[config.mk]
export PLATFORM = sky130hd
export DESIGN_NAME = mode_1_dec
export DESIGN_NICKNAME = d
export VERILOG_FILES = /design/src/rtl/mode_1_pkg.sv /design/src/rtl/mode_1_len_hold.sv /design/src/rtl/mode_1_dec.sv
export SDC_FILE = /design/constraint.sdc
export NUM_CORES = 1
export LEC_CHECK = 0
export CORE_UTILIZATION = 37
export CTS_BUF_LIST = sky130_fd_sc_hd__clkbuf_4
export CTS_CLUSTER_DIAMETER = 50
export DETAILED_ROUTE_END_ITERATION = 12
export PLACE_DENSITY_LB_ADDON = 0.3
export REMOVE_ABC_BUFFERS = 1
export SLEW_MARGIN = 20
export SYNTH_ARGS = -nofsm -noshare
export SYNTH_HDL_FRONTEND = slang
export SYNTH_SLANG_ARGS = --single-unit
[constraint.sdc]
create_clock -name clk -period 2.8 [get_ports clk]
set_input_delay 0.56 -clock clk [delete_from_list [all_inputs] [get_ports clk]]
set_output_delay 0.56 -clock clk [all_outputs]
set_load 0.005 [all_outputs]
[src/rtl/mode_1_pkg.sv]
// mode_1_pkg: shared constants for the mode_1 run/finish signalling pair.
// Holds the FSM state encoding (common to encoder and decoder), the
// decoder error codes and the default run-length counter width.
package mode_1_pkg;

  // Default width of the run-length counter and len output.
  localparam int CNT_W_DEF = 8;

  // FSM state encoding, kept as plain constants so older code can reuse it.
  localparam logic [1:0] ST_IDLE = 2'd0;
  localparam logic [1:0] ST_RUN  = 2'd1;
  localparam logic [1:0] ST_GAP  = 2'd2;
  localparam logic [1:0] ST_ERR  = 2'd3;

  // Error codes latched on entry to ST_ERR.
  localparam logic [1:0] ERR_BOTH   = 2'd0; // r and f high together
  localparam logic [1:0] ERR_ORPHAN = 2'd1; // f with no preceding run
  localparam logic [1:0] ERR_DROP   = 2'd2; // r fell without an f
  localparam logic [1:0] ERR_GAP    = 2'd3; // activity in the quiet cycle

endpackage

[src/rtl/mode_1_len_hold.sv]
// mode_1_len_hold: valid/ready output register for decoded run lengths.
//
// Valid/ready: a transfer happens on a rising edge where len_valid and
// len_ready are both high. len/len_sat stay stable while len_valid is high
// and len_ready is low, unless a new load overwrites them; an overwrite of
// an untransferred result sets the sticky lost flag.
//
// Ports:
//   clk, rst_n            clock, async active-low reset
//   load                  capture load_len/load_sat this cycle
//   load_len, load_sat    result to capture
//   clr                   clears the sticky lost flag
//   len_ready             downstream accepts this cycle
//   len_valid, len, len_sat   held result
//   lost                  sticky overwrite flag
module mode_1_len_hold #(
  parameter int W = 8
) (
  input  logic         clk,
  input  logic         rst_n,
  input  logic         load,
  input  logic [W-1:0] load_len,
  input  logic         load_sat,
  input  logic         clr,
  input  logic         len_ready,
  output logic         len_valid,
  output logic [W-1:0] len,
  output logic         len_sat,
  output logic         lost
);

  logic         valid_q, valid_d;
  logic [W-1:0] len_q, len_d;
  logic         sat_q, sat_d;
  logic         lost_q, lost_d;
  logic         overwrite;

  // A load while the old result is still waiting and not being taken.
  assign overwrite = load && valid_q && !len_ready;

  always_comb begin
    valid_d = valid_q;
    len_d   = len_q;
    sat_d   = sat_q;
    if (valid_q && len_ready) valid_d = 1'b0;
    if (load) begin
      valid_d = 1'b1;
      len_d   = load_len;
      sat_d   = load_sat;
    end
    if (clr)            lost_d = 1'b0;
    else if (overwrite) lost_d = 1'b1;
    else                lost_d = lost_q;
  end

  always_ff @(posedge clk or negedge rst_n) begin
    if (!rst_n) begin
      valid_q <= 1'b0;
      len_q   <= '0;
      sat_q   <= 1'b0;
      lost_q  <= 1'b0;
    end else begin
      valid_q <= valid_d;
      len_q   <= len_d;
      sat_q   <= sat_d;
      lost_q  <= lost_d;
    end
  end

  assign len_valid = valid_q;
  assign len       = len_q;
  assign len_sat   = sat_q;
  assign lost      = lost_q;

endmodule

[src/rtl/mode_1_dec.sv]
// mode_1_dec: receive-side decoder for the mode_1 run/finish pair.
// Measures each run of r in clock cycles, delivers the length over a
// valid/ready port and flags protocol violations (sticky err/err_code).
//
// Ports:
//   clk, rst_n        clock, async active-low reset
//   r, f              run level and one-cycle finish pulse from the encoder
//   clr               clears err/lost; leaves the ERR state
//   len_ready         downstream accepts len this cycle
//   len_valid, len, len_sat   decoded result (see mode_1_len_hold)
//   busy              state is RUN
//   err, err_code     sticky error flag and first error code
//   lost              sticky flag, unconsumed result overwritten
module mode_1_dec
  import mode_1_pkg::*;
#(
  parameter int CNT_W = CNT_W_DEF
) (
  input  logic             clk,
  input  logic             rst_n,
  input  logic             r,
  input  logic             f,
  input  logic             clr,
  input  logic             len_ready,
  output logic             len_valid,
  output logic [CNT_W-1:0] len,
  output logic             len_sat,
  output logic             busy,
  output logic             err,
  output logic [1:0]       err_code,
  output logic             lost
);

  localparam logic [CNT_W-1:0] CNT_MAX = '1;

  logic [1:0]       state_q, state_d;
  logic [CNT_W-1:0] cnt_q, cnt_d;
  logic             sat_q, sat_d;
  logic             busy_q, busy_d;
  logic             err_q, err_d;
  logic [1:0]       code_q, code_d;
  logic             load;
  logic             enter_err;
  logic [1:0]       new_code;

  always_comb begin
    state_d   = state_q;
    cnt_d     = cnt_q;
    sat_d     = sat_q;
    load      = 1'b0;
    enter_err = 1'b0;
    new_code  = ERR_BOTH;
    case (state_q)
      ST_IDLE: begin
        if (r && f) begin
          enter_err = 1'b1;
          new_code  = ERR_BOTH;
        end else if (f) begin
          enter_err = 1'b1;
          new_code  = ERR_ORPHAN;
        end else if (r) begin
          state_d = ST_RUN;
          cnt_d   = CNT_W'(1);
          sat_d   = 1'b0;
        end
      end
      ST_RUN: begin
        if (r && f) begin
          enter_err = 1'b1;
          new_code  = ERR_BOTH;
        end else if (r) begin
          // Hold at the maximum and remember that the run overflowed.
          if (cnt_q == CNT_MAX) sat_d = 1'b1;
          else                  cnt_d = cnt_q + 1'b1;
        end else if (f) begin
          state_d = ST_GAP;
          load    = 1'b1;
        end else begin
          enter_err = 1'b1;
          new_code  = ERR_DROP;
        end
      end
      ST_GAP: begin
        if (r || f) begin
          enter_err = 1'b1;
          new_code  = ERR_GAP;
        end else begin
          state_d = ST_IDLE;
        end
      end
      default: begin
        // ERR: r/f ignored; only clr leaves.
        if (clr) state_d = ST_IDLE;
      end
    endcase

    // Partial count is thrown away on any error.
    if (enter_err) begin
      state_d = ST_ERR;
      cnt_d   = '0;
      sat_d   = 1'b0;
    end

    // Entering ERR wins over a same-cycle clr so the error is never missed.
    err_d  = err_q;
    code_d = code_q;
    if (enter_err) begin
      err_d  = 1'b1;
      code_d = new_code;
    end else if (clr) begin
      err_d  = 1'b0;
    end

    busy_d = (state_d == ST_RUN);
  end

  always_ff @(posedge clk or negedge rst_n) begin
    if (!rst_n) begin
      state_q <= ST_IDLE;
      cnt_q   <= '0;
      sat_q   <= 1'b0;
      busy_q  <= 1'b0;
      err_q   <= 1'b0;
      code_q  <= ERR_BOTH;
    end else begin
      state_q <= state_d;
      cnt_q   <= cnt_d;
      sat_q   <= sat_d;
      busy_q  <= busy_d;
      err_q   <= err_d;
      code_q  <= code_d;
    end
  end

  mode_1_len_hold #(.W(CNT_W)) u_hold (
    .clk       (clk),
    .rst_n     (rst_n),
    .load      (load),
    .load_len  (cnt_q),
    .load_sat  (sat_q),
    .clr       (clr),
    .len_ready (len_ready),
    .len_valid (len_valid),
    .len       (len),
    .len_sat   (len_sat),
    .lost      (lost)
  );

  assign busy     = busy_q;
  assign err      = err_q;
  assign err_code = code_q;

endmodule

# Word-level counts from Yosys, hierarchy flattened
# Cells that the tools add are included.
# op_classes
add_sub_neg,1
n_mul,0
n_div,0
n_lt_le_gt_ge,0
eq_ne,11
n_shift,0
n_mux,49
bitwise,0
reduce_logical,13
# ops
op,n
$mux W8,7
$mux W2,13
$mux W1,24
$ne A3 B3 Y1 const B,7
$pmux W8 S2,1
$reduce_and A7 Y1,2
$pmux W2 S3,2
$add A8 B1 Y8 const B,1
$eq A8 B8 Y1 const B,1
$reduce_bool A2 Y1,3
$eq A2 B1 Y1 const B,2
$logic_and A1 B1 Y1,4
$pmux W1 S3,1
$reduce_bool A3 Y1,1
$eq A2 B2 Y1 const B,1
$logic_not A2 Y1,1
$pmux W1 S2,1
$logic_not A1 Y1,1
$logic_or A1 B1 Y1,1
# word_totals
reg_bits,26
latch_bits,0
ram_bits,0
mem_bits_ro,0
in_bits,6
word_cells,84
mem_count,0

# Longest topological paths before layout
# logic_depth
word_depth,8
ltp_mapped,6
ltp_nobuf,5

# Modules after synthesis
# A second synthesis with hierarchy kept.
# unflattened
hier_cells,129
area_unflattened_um2,1390.1
# by_module_without_submodules
mod,n_inst,cells_each,area_per_inst_um2,seq_area_each_um2
mode_1_dec,1,103,937.1,375.4
mode_1_len_hold,1,26,452.9,275.3

# Worst setup path before layout
# No wires, ideal clock.
# synth_path
kind,input-to-reg
start,in r
end,"reg u_hold.len_q[1], in the netlist u_hold.len[1]"
t_arrival_ns,1.332
setup_slack_ns,1.343
path_stages,4
n_path_buf,1
cell_sequence,nand2b_1 -> nor2_1 -> buf_4 -> mux2_2
# synth_between
elab_chain_len,3
# synth_lines
element,line_no,text
"start, declared",mode_1_dec.sv:21,"input logic r,"
$mux W1 / $logic_and A1 B1 Y1 (equally long branches),"mode_1_dec.sv:71, mode_1_dec.sv:68",
$mux W1 (*),mode_1_dec.sv:68,if (r && f) begin
$mux W1 (*),mode_1_dec.sv:53,case (state_q)
"end signal, assigned",mode_1_len_hold.sv:64,len_q <= len_d;
"end, declared",mode_1_len_hold.sv:33,"logic [W-1:0] len_q, len_d;"
# Every way passes the cells marked *; elsewhere a longest branch is shown, timed or not.
# A chain may end at the register's enable or synchronous reset.

# Worst setup path after layout
# layout_path
start,in f
end,reg cnt_q[5]
# layout_between
elab_chain_len,6
# layout_lines
element,line_no,text
"start, declared",mode_1_dec.sv:22,"input logic f,"
$mux W1,mode_1_dec.sv:75,end else if (f) begin
$mux W1,mode_1_dec.sv:71,end else if (r) begin
$mux W1,mode_1_dec.sv:68,
$pmux W1 S3,mode_1_dec.sv:53,
$ne A3 B3 Y1 (no line) / $reduce_bool A3 Y1 (equally long branches),--,
$reduce_and A7 Y1 (no line),--,
"end signal, assigned",mode_1_dec.sv:127,cnt_q <= cnt_d;
"end, declared",mode_1_dec.sv:37,"logic [CNT_W-1:0] cnt_q, cnt_d;"
# Several ways; a longest one is shown, not always the timed one.

==> impl_metrics.csv <==
group,metric,value,unit
clock_tree,cts-resized-gates,0,
route,drtIter0Drc,58,
hold_path,hold_path.class,"reg2reg",
finish,drive_above_1_share,0.167,
critical_path,worstPathRequired,3.02,ns
clock_tree,post-cts-setup-buffers,0,
sta,rsz0062_at_grt,"false",
floorplan,die_x,62.7,um
finish,area_growth,18.6,%
finish,layout.nets,158,
clock_tree,cts_tree,"done",
sta,period_share,0.744,
clock_tree,insertion_delay,0.32,ns
critical_path,max_stage_delay,0.82,ns
route,vias,1088,
sta,whs,0.520,ns
floorplan,die_h,62.7,um
clock_tree,cts_buffer_depth,2,
critical_path,crit_arrival,2.30,ns
outcome,status,"finished clean",
finish,post-route-util,0.470,
route,vias_per_cell,5.55,
critical_path,crit_path_start,"f",
yosys,post_synth_num_cell_types,44,
sta,fmax,480,MHz
hold_path,holdCritStartpoint,"u_hold.len_valid$_DFFE_PN0P_",
hold_path,whs_endpoint,"u_hold.len_valid$_DFFE_PN0P_",
route,ant_nets,0,
critical_path,timing.rr.start,"state_q[0]$_DFF_PN0_",
route,drc,0,
finish,fin_cells,196,
yosys,ys_seq_elements,26,
yosys,yosysWarnings,0,
floorplan,io_pins,21,
grt,track_usage,0.157,
yosys,syn_inst,130,
finish,fillers,331,
clock_tree,clkTransAtPathRegs,0.14,ns
route,drt_wl_total,2750,um
yosys,syn-mean-instance-area,10.5,um^2
critical_path,slowest_stage,"clkdlybuf4s50_1",
critical_path,end_kind,"flip-flop",
yosys,synthesis.area,1360,um^2
clock_tree,postCtsHoldBufs,0,
yosys,synth_area_leaders,"dfrtp_1 (48%), mux2_2 (7.4%), o21ai_0 (3.3%), nor2_1 (2.5%), nand2b_1 (2.3%)",
route,drtPass1Iterations,6,
yosys,netlist.area_leader.share,0.478,
sta,final_hold_viol_count,0,
grt,grt_start_max_net_pins,27,
hold_path,hold_depth,1,
placed_design,gp_congestion,0.741,
grt,antenna_found_initial,0,
critical_path,rr_worst_depth,4,
clock_tree,numCtsBuffers,3,
sta,finalClockSkew,0.0103,ns
yosys,async_reset_ff_frac,1.00,
sta,setup_viol,0,
grt,grt_overflow,0,
floorplan,dieArea,3930,um^2
sta,tns,0,ns
finish,seqCellArea,651,um^2
critical_path,critPathLaunchType,"input port",
floorplan,core_area,3440,um^2
yosys,ys_seq_area_frac,0.478,
critical_path,reg2reg_slack,1.11,ns
floorplan,initial_core_util,0.396,
critical_path,cpMostUsedCell,"o21ai_0",
placed_design,placed_cells,192,
sta,slew_viol_final,0,
finish,diodes,0,
yosys,synth_edf_count,0,
sta,worst_pin_slew,0.558,ns
yosys,synth_top_cell_by_area,"dfrtp_1",
power,peakVddDrop,0.253,mV
critical_path,critPathBufInv,1,
sta,slew_headroom,0.627,
placed_design,dp_hpwl,1950,um
sta,fin_crit,2.08,ns
clock_tree,clock-sinks,26,
clock_tree,cts_root_buffer,"clkbuf_4",
finish,multi_input_comb_area,644,um^2
power,p_per_area,623,nW/um^2
yosys,synthFlopType,"dfrtp_1",
clock_tree,cts_max_level,1,
power,power.leakage,0.708,nW
placed_design,portBuffers,20,
critical_path,critPathMaxFanout,15,
grt,grt_pass1_wl,4930,um
critical_path,worstSetupPathType,"in2reg",
route,wire_per_inst,14.0,um
floorplan,fp-row-count,21,
critical_path,path_cells,"clkdlybuf4s50_1, and2b_2, o21ai_0, o21ai_0, o22a_1",
critical_path,r2r-end,"u_hold.len_sat$_DFFE_PN0P_",
grt,grt_pass1_vias,1065,
critical_path,crit_family,"buffers and inverters",
run,maxCapViolations,0,
-- worst max path at each step --
stage	end	slack [ns]	cells after the start
after global routing	cnt_q[6]$_DFFE_PN0P_	0.63	5
after global placement	cnt_q[7]$_DFFE_PN0P_	0.47	5
after CTS	cnt_q[5]$_DFFE_PN0P_	0.75	5
final	cnt_q[5]$_DFFE_PN0P_	0.72	5
after floorplan	u_hold.len[0]$_DFFE_PN0P_	1.04	3
after detailed placement	cnt_q[5]$_DFFE_PN0P_	0.41	5
-- placed cells by master, fill, tap and decap left out, drive strengths merged, types with 2 or more instances in the layout --
cell type      instances
a21oi                  5
a31oi                  4
and2b                  2
and3                   3
buf                    2
clkbuf                 3
clkdlybuf4s50         20
dfrtp                 26
inv                    6
mux2                   9
mux2i                  2
nand2                  8
nand2b                 5
nand3                  3
nand4                  3
nor2                  10
nor2b                  2
nor3                   5
o21ai                  9
o22a                   3
o311ai                 2
-- registers in the layout, summed over array words and instances, names as in the netlist --
register	cells
cnt_q	8
u_hold.len	8
err_code	2
state_q	2
busy	1
err	1
sat_q	1
u_hold.len_sat	1
u_hold.len_valid	1
u_hold.lost	1
-- Yosys cell counts, drive strengths merged (2+ instances only) --
cell type,n
nand2b,5
buf,5
nand3,3
o21ai,9
and2b,2
o22a,3
inv,6
o311ai,2
a31oi,4
nor3,5
dfrtp,26
mux2i,2
nor2,10
and3,3
nor2b,2
mux2,9
a21oi,5
nand4,3
nand2,8
-- metal layers --
| metal | vias up | track usage | wire, um |
|---|---|---|---|
| li1 | 517 | - | - |
| met1 | 537 | 0.196 | 1250 |
| met2 | 29 | 0.268 | 1350 |
| met3 | 5 | 0.0383 | 112 |
| met4 | 0 | 0.0436 | 29 |
| met5 | - | 0 | 0 |
-- stage by stage --
stage,worst slack (ns),power [W],area (um^2)
2_1_floorplan,1.04,0.000706,1320
3_3_place_gp,0.472,0.000843,1590
3_5_place_dp,0.409,0.000860,1590
4_1_cts,0.746,0.00102,1620
5_1_grt,0.635,0.00109,1620
6_report,0.716,0.00101,1620
-- kinds of logic after synthesis --
family          share of synthesized area
simple gates                        0.188
compound gates                      0.186
flops                               0.477
buf+inv                            0.0496
mux                                0.0891
fa+ha+maj                         0.00918
-- power breakdown --
part | total (W) | switching, W | internal, W | leakage [nW]
Combinational | 0.000327 | 0.000146 | 0.000182 | 0.346
Sequential | 0.000524 | 0.0000931 | 0.000431 | 0.346
Clock | 0.000156 | 0.000104 | 0.0000521 | 0.0154
-- worst reg2reg max path: stages, from the launching register on --
cell	delay (ns)
dfrtp_1	0.71
nand2b_1	0.21
nor2_1	0.12
buf_4	0.20
mux2_2	0.35
-- area by class of cell --
cell class / count / share of cell area
flip-flops and latches: 26 / 0.402
clock inverters: 1 / 0.00232
repair buffers: 22 / 0.133
clock buffers: 3 / 0.0139
inverters: 6 / 0.0139
well taps: 46 / 0.0356
multi-input cells: 92 / 0.399
Power figures use the tool's default switching activity.
